<file path="src/rtl/c2h_pkt_framer.sv">
// c2h_pkt_framer: AXI-stream C2H framer, one register stage, optional trailer.
// Build macro C2H_PKT_CHECKSUM_EN adds a running XOR checksum to the trailer.
`ifndef XDMA_AXI_DATA_WIDTH
`define XDMA_AXI_DATA_WIDTH 256
`endif

module c2h_pkt_framer #(
   parameter int          DATA_W = `XDMA_AXI_DATA_WIDTH,
   parameter logic [31:0] MAGIC  = 32'hDB5A_C0DE
) (
   input  logic                clk,
   input  logic                rst,
   input  logic                trailer_on,
   input  logic [DATA_W-1:0]   s_tdata,
   input  logic                s_tvalid,
   input  logic                s_tlast,
   input  logic [DATA_W/8-1:0] s_tkeep,
   output logic                s_tready,
   output logic [DATA_W-1:0]   m_tdata,
   output logic [DATA_W/8-1:0] m_tkeep,
   output logic                m_tvalid,
   output logic                m_tlast,
   input  logic                m_tready,
   output logic [31:0]         pkt_seq
);

   localparam int KEEP_W = DATA_W / 8;
   localparam int CS_W   = DATA_W - 80;

   typedef enum logic {PASS, TRAILER} state_t;

   state_t              state_q, state_d;
   logic                trl_en_r, trl_en_d;
   logic                in_pkt_q, in_pkt_d;
   logic                vld_q, vld_d;
   logic                last_q, last_d;
   logic [DATA_W-1:0]   data_q, data_d;
   logic [KEEP_W-1:0]   keep_q, keep_d;
   logic [15:0]         cnt_q, cnt_d;
   logic [31:0]         seq_q, seq_d;

   logic                acc;
   logic                emit;
   logic                start;
   logic                cur_trl;
   logic                trl_held;
   logic [15:0]         cnt_inc;
   logic [CS_W-1:0]     csum_fld;
   logic [DATA_W-1:0]   trl_beat;

`ifdef C2H_PKT_CHECKSUM_EN
   logic [CS_W-1:0]     csum_q, csum_d;
   assign csum_fld = csum_q;
`else
   assign csum_fld = '0;
`endif

   assign s_tready = !rst && (state_q == PASS) && (!vld_q || m_tready);
   assign acc      = s_tvalid && s_tready;
   assign emit     = vld_q && m_tready;
   assign start    = acc && !in_pkt_q;
   // trailer_on only matters on the first beat; later beats use the latch
   assign cur_trl  = start ? trailer_on : trl_en_r;
   // data beats of a trailered packet never carry tlast, so a valid
   // tlast in TRAILER means the trailer itself is in the register
   assign trl_held = vld_q && last_q;
   assign cnt_inc  = (cnt_q == 16'hFFFF) ? cnt_q : cnt_q + 16'd1;
   assign trl_beat = {csum_fld, cnt_q, seq_q, MAGIC};

   assign m_tdata  = data_q;
   assign m_tkeep  = keep_q;
   assign m_tvalid = vld_q;
   assign m_tlast  = last_q;
   assign pkt_seq  = seq_q;

   // next-state: accept/forward data in PASS, load and drain trailer in TRAILER
   always_comb begin
      state_d  = state_q;
      trl_en_d = trl_en_r;
      in_pkt_d = in_pkt_q;
      vld_d    = vld_q;
      last_d   = last_q;
      data_d   = data_q;
      keep_d   = keep_q;
      cnt_d    = cnt_q;
      seq_d    = seq_q;
`ifdef C2H_PKT_CHECKSUM_EN
      csum_d   = csum_q;
`endif
      unique case (state_q)
         PASS: begin
            if (emit) begin
               vld_d = 1'b0;
            end
            if (acc) begin
               vld_d    = 1'b1;
               data_d   = s_tdata;
               keep_d   = s_tkeep;
               last_d   = s_tlast && !cur_trl;
               trl_en_d = cur_trl;
               in_pkt_d = !s_tlast;
               if (s_tlast && !cur_trl) begin
                  seq_d  = seq_q + 32'd1;
                  cnt_d  = '0;
`ifdef C2H_PKT_CHECKSUM_EN
                  csum_d = '0;
`endif
               end else begin
                  cnt_d  = cnt_inc;
`ifdef C2H_PKT_CHECKSUM_EN
                  csum_d = csum_q ^ s_tdata[DATA_W-1:80];
`endif
                  if (s_tlast) begin
                     state_d = TRAILER;
                  end
               end
            end
         end
         TRAILER: begin
            if (trl_held) begin
               if (m_tready) begin
                  vld_d   = 1'b0;
                  last_d  = 1'b0;
                  state_d = PASS;
                  seq_d   = seq_q + 32'd1;
                  cnt_d   = '0;
`ifdef C2H_PKT_CHECKSUM_EN
                  csum_d  = '0;
`endif
               end
            end else if (!vld_q || m_tready) begin
               vld_d  = 1'b1;
               last_d = 1'b1;
               keep_d = '1;
               data_d = trl_beat;
            end
         end
      endcase
   end

   // state and output register, synchronous active-high reset
   always_ff @(posedge clk) begin
      if (rst) begin
         state_q  <= PASS;
         trl_en_r <= 1'b0;
         in_pkt_q <= 1'b0;
         vld_q    <= 1'b0;
         last_q   <= 1'b0;
         data_q   <= '0;
         keep_q   <= '0;
         cnt_q    <= '0;
         seq_q    <= '0;
`ifdef C2H_PKT_CHECKSUM_EN
         csum_q   <= '0;
`endif
      end else begin
         state_q  <= state_d;
         trl_en_r <= trl_en_d;
         in_pkt_q <= in_pkt_d;
         vld_q    <= vld_d;
         last_q   <= last_d;
         data_q   <= data_d;
         keep_q   <= keep_d;
         cnt_q    <= cnt_d;
         seq_q    <= seq_d;
`ifdef C2H_PKT_CHECKSUM_EN
         csum_q   <= csum_d;
`endif
      end
   end

endmodule
</file>
<file path="config.mk">
export PLATFORM = sky130hd
export DESIGN_NAME = c2h_pkt_framer
export DESIGN_NICKNAME = d
export VERILOG_FILES = /design/src/rtl/c2h_pkt_framer.sv
export SDC_FILE = /design/constraint.sdc
export NUM_CORES = 1
export LEC_CHECK = 0
export ABC_AREA = 1
export CAP_MARGIN = 10
export CORE_AREA = 5 5 240 242
export DETAILED_ROUTE_END_ITERATION = 6
export DIE_AREA = 0 0 245 247
export GPL_ROUTABILITY_DRIVEN = 0
export PLACE_DENSITY = 0.55
export SETUP_SLACK_MARGIN = 0.2
export SYNTH_ARGS = -nofsm -noshare
export SYNTH_HDL_FRONTEND = slang
export SYNTH_SLANG_ARGS = --single-unit
</file>
<file path="constraint.sdc">
create_clock -name clk -period 1.7 [get_ports clk]
set_input_delay 0.34 -clock clk [delete_from_list [all_inputs] [get_ports clk]]
set_output_delay 0.34 -clock clk [all_outputs]
set_load 0.02 [all_outputs]
</file>
======== Yosys cells after proc, flatten, opt, wreduce, memory -nomap -nowiden ========
Index checks and enable logic that the tools add are counted.
word-level totals
  register bits after elaboration ......... 341
  bits of input ports ..................... 294
  output and inout port bits .............. 323
  word-level logic and storage cells ...... 76
cells by class
  $add $sub $neg .......................... 2
  equal/unequal tests ..................... 11
  mux-type cells .......................... 34
  bitwise logic cells ..................... 1
  reductions and logical operators ........ 19
operator list
  kind                     count
  $mux W256                3
  $pmux W256 S2            1
  $mux W32                 7
  $pmux W32 S2             2
  $mux W16                 5
  $add A32 B1 Y32 const B  1
  $pmux W16 S2             1
  $add A16 B1 Y16 const B  1
  $eq A16 B16 Y1 const B   1
  $mux W1                  12
  $reduce_and A3 Y1        3
  $reduce_and A4 Y1        2
  $logic_and A1 B1 Y1      7
  $ne A2 B1 Y1 const B     3
  $ne A2 B2 Y1 const B     3
  $ne A3 B3 Y1 const B     2
  $pmux W1 S2              3
  $logic_not A1 Y1         5
  $ne A3 B1 Y1 const B     1
  $ne A3 B2 Y1 const B     1
  $reduce_and A2 Y1        1
  $logic_or A1 B1 Y1       1
  $not A1 Y1               1

======== Longest topological paths before layout ========
  word-level depth ........................ 11
  depth in mapped cells ................... 13
  mapped depth without buffers ............ 12

======== Least setup slack after synthesis ========
Ideal clock, no wire load.
  path kind ............................... register to register
  from .................................... register seq_q[0] (netlist: pkt_seq[0])
  to ...................................... register seq_q[22] (netlist: pkt_seq[22])
  setup time .............................. 70 ps
  arrival time ............................ 1639 ps
  data required time ...................... 1630 ps
  path slack .............................. -9 ps
  stages on the path, launching flop included .. 9
  path buffers ............................ 0
  clock period less this slack ............ 1709 ps
  cell sequence ........................... dfxtp_1 > ha_1 > nand2_1 > nor2_1 > nand2_1 > nor3_1 > xor2_1 > nand2_1 > a21oi_1
on the way
  word-level cells in the longest chain between the ends .. 4
  elaborated cells on any way between the ends .. 6
  classes of those cells .................. 1 x add/sub; 5 x mux
RTL lines
  item                                RTL line  source
  from (decl)                         40        logic [31:0] seq_q, seq_d;
  from (signal assigned)              165       seq_q <= seq_d;
  $add A32 B1 Y32 (*)                 103, 125
  $mux W32, on equally long branches  121, 102
  $mux W32, on equally long branches  120, 95
  $pmux W32 S2 (*)                    90        unique case (state_q)
Every way passes the cells marked *; elsewhere a longest branch is shown, timed or not. The select of a mux whose other input is x is not followed.
A chain may end at the register's enable or synchronous reset.

======== Worst setup path after layout ========
  from .................................... register state_q
  to ...................................... output s_tready
on the way
  word-level cells in the longest chain between the ends .. 3
RTL lines
  item                              RTL line  source
  from (decl)                       32        state_t state_q, state_d;
  from (signal assigned)            157       state_q <= state_d;
  $not A1 Y1 (no source line)       n/a
  $logic_and A1 B1 Y1 (2 in a row)  58        assign s_tready = !rst && (state_q == PASS) && (!vld_q || m_tready);
  to (decl)                         18        output logic s_tready,
No other way between the ends.

==> impl_metrics.py <==
metrics = {
    "run_status": {
        "outcome": "complete, no violations",
    },
    "global_routing": {
        "grt_start_max_net_pins": 125,
        "grt_pass1_vias": 14450,
        "grt_usage_pct": 17.78,
        "grt.overflow.total": 0,
        "grt_pass1_wl_um": 87030,
        "antenna_found_initial": 1,
    },
    "yosys": {
        "synth.avg_cell_area_um2": 7.564,
        "netlist.area_leader.share_pct": 49.81,
        "yosysMostFrequentCell": "dfxtp_1",
        "async_reset_ff_share_pct": 0,
        "synth.distinct_cells": 29,
        "ys_ff_latch": 341,
        "synth_area_um2": 13710,
        "postSynthCellCount": 1812,
        "synth_ff_type": "dfxtp_1",
        "synth.yosys.seq_area_share_pct": 49.81,
        "synth-edff-count": 0,
        "synth_nets": 2108,
        "synth_area_leaders": "dfxtp_1 50%, o21ai_0 10%, a21oi_1 9.4%, nand2_1 8.4%, nor2_1 7.5%",
        "ys_warn_count": 0,
        "synth_top_area_cell": "dfxtp_1",
        "netlist_top_cells_count": "341 x dfxtp_1, 308 x nand2_1, 276 x o21ai_0, 275 x nor2_1, 258 x a21oi_1",
    },
    "power_and_ir_drop": {
        "p_sw_mw": 5.955,
        "p_int_mw": 15.55,
        "comb_power_share_pct": 18.3,
        "clockPowerShare_pct": 40.8,
        "p_leak_nw": 9.682,
        "p_per_area_nw_per_um2": 947.8,
        "switching_share_pct": 27.69,
        "ir_worst_vdd_v": 0.0005803,
        "sequentialPowerShare_pct": 40.9,
        "totalPowerFinal_mw": 21.50,
    },
    "finish": {
        "final_cells": 3191,
        "final_core_util_pct": 41.35,
        "multi_input_area_um2": 6619,
        "fill_cells": 5658,
        "drive_gt1_share_pct": 22.87,
        "regArea_um2": 6914,
        "syn_to_final_growth_pct": 65.55,
        "fin_nets": 2752,
    },
    "timing": {
        "tightestPinTransition_ns": 0.7836,
        "fmax_ghz": 0.6177,
        "period_share_pct": 95.23,
        "slew_headroom_pct": 47.76,
        "grt_setup_unrepaired": "true",
        "hold_viol_final": 0,
        "worst_clock_skew_ns": 0.009376,
        "final-max-slew-violation-count": 0,
        "period_needed_ns": 1.619,
        "setup_viol": 0,
    },
    "clock_network": {
        "cts_tree": "done",
        "clk_latency_ns": 0.54,
        "cts_sinks": 341,
        "clock-root-buffer": "clkbuf_16",
        "cts.htree.levels": 2,
        "cts_buffer_depth": 3,
        "clkTransAtPathRegs_ns": 0.06,
        "ctsHoldBuffers": 0,
        "numCtsBuffers": 41,
    },
    "worst_setup_path": {
        "worstSetupStartpointType": "register",
        "cp_data_required_time_ns": 1.36,
        "arrival_ns": 1.28,
        "critPathKind": "reg -> out",
        "critPathMaxFanout": 4,
        "endpoint_kind": "output pin",
    },
    "route": {
        "postRouteAntennaNets": 0,
        "drt_iter0_drc": 870,
        "drtPass1Iterations": 5,
        "viasPerCell": 4.719,
        "post-route-drc-count": 0,
        "vias": 15060,
        "wire_per_inst_um": 18.75,
        "drt_wl_total_um": 59840,
    },
    "floorplan": {
        "dieArea_um2": 60520,
        "ios": 617,
        "rows": 86,
        "die_w_um": 245,
        "start_util_pct": 24.97,
        "core_area_um2": 54880,
        "die_y_um": 247,
    },
    "placement": {
        "port_buffers": 616,
        "dpl.hpwl_um": 42010,
        "placed_cells": 3097,
    },
    "hold_path": {
        "hold_path_class": "in -> reg",
    },
    "job": {
        "max_cap_viol_count": 0,
    },
}
==> path summary, 6_finish.rpt <==
check,slack [ns],start,endpoint,cells past startpoint
worst max-delay path,0.08,state_q$_SDFF_PP0_,s_tready,4
worst max register to register,0.08,state_q$_SDFF_PP0_,m_tdata[212]$_SDFFE_PP0P_,9
worst min-delay path,0.30,rst,state_q$_SDFF_PP0_,6
worst min register to register,0.46,m_tkeep[7]$_SDFFE_PP0P_,m_tkeep[7]$_SDFFE_PP0P_,2
==> cell families (layout without fill, tap and decap cells) <==
kind of cell	after synthesis	count (layout)	synth area share, %
fa+ha+maj	2	2	0.1826
other cells	0	3	0
buf+inv	187	858	5.678
flops	341	341	49.81
xor+xnor	31	31	1.981
compound gates	605	606	23.56
simple gates	646	646	18.79
==> layout make-up <==
class	count	area share, %
flip-flops and latches	341	30.47
repair buffers	746	29.82
multi-input cells	1285	29.17
clock buffers	54	4.958
well taps	704	3.882
clock inverters	17	0.8658
inverters	41	0.7996
diodes	3	0.03309
==> stage by stage <==
step                cell area (um^2)  setup slack [ns]  hold slack [ns]  TNS (ns)
CTS                            21810           0.01984           0.2432         0
floorplan                      13790            0.1107           0.4695         0
finish                         22690           0.08106           0.2977         0
detailed placement             21360           -0.4522           0.4541   -123.66
global route                   22680          -0.01602           0.3184  -0.03132
global placement               21360           -0.4312           0.4475   -114.53
==> cells in the final DEF (no fill, tap or decap), types with 6 or more instances in the layout <==
cell and count:
buf_6 22, a21oi_2 50, nand2_2 10, buf_12 21, inv_1 32, dfxtp_4 17
nor3_1 6, a21oi_1 208, o21ai_0 258, dfxtp_1 305, o21ai_2 10, xnor2_1 8
nand3_2 14, clkbuf_16 49, nor2_4 7, buf_8 6, a31oi_1 48, clkinv_2 9
nor2_1 260, buf_2 155, clkdlybuf4s50_1 292, o221a_2 20, dfxtp_2 19, xor2_1 23
buf_4 99, nor2_2 13, nand3_1 16, nand2_1 300, o21ai_1 6, dlygate4sd2_1 137
buf_16 6, clkbuf_1 8
==> power by group through the flow <==
stage	Combinational [mW]	Sequential, mW	Clock, mW
floorplan	1.09	9.62	0
global placement	4.10	8.98	0
detailed placement	4.12	8.99	0
CTS	3.72	8.78	9.10
global route	4.23	8.85	9.37
finish	3.93	8.79	8.78
==> routing by layer <==
metal  up-vias  part of all wire [%]  track usage, %
met5         -                     0               0
met3        99                   6.9           4.259
met2       540                    48           29.97
met1      7023                    42           22.62
met4         0                   2.8           5.495
li1       7395                     -               -
==> critical path, stage by stage, from the launching register on <==
cell     delay (ns)
dfxtp_4        0.36
nor2_4         0.12
nand2_1        0.08
inv_2          0.06
buf_6          0.11
==> flip-flops by register name (all words and copies together) (netlist names) <==
register / count
cnt_q: 16
in_pkt_q: 1
m_tdata: 256
m_tkeep: 32
m_tlast: 1
m_tvalid: 1
pkt_seq: 32
state_q: 1
trl_en_r: 1
==> repair_timing <==
action / CTS / global route
gates cloned: 0 / 9
pin swaps: 1 / 32
setup buffers: 6 / 5
endpoints found under the setup margin: 652 / 476
resized for setup: 1005 / 173
Note: power is estimated with default switching activity, not from simulation.
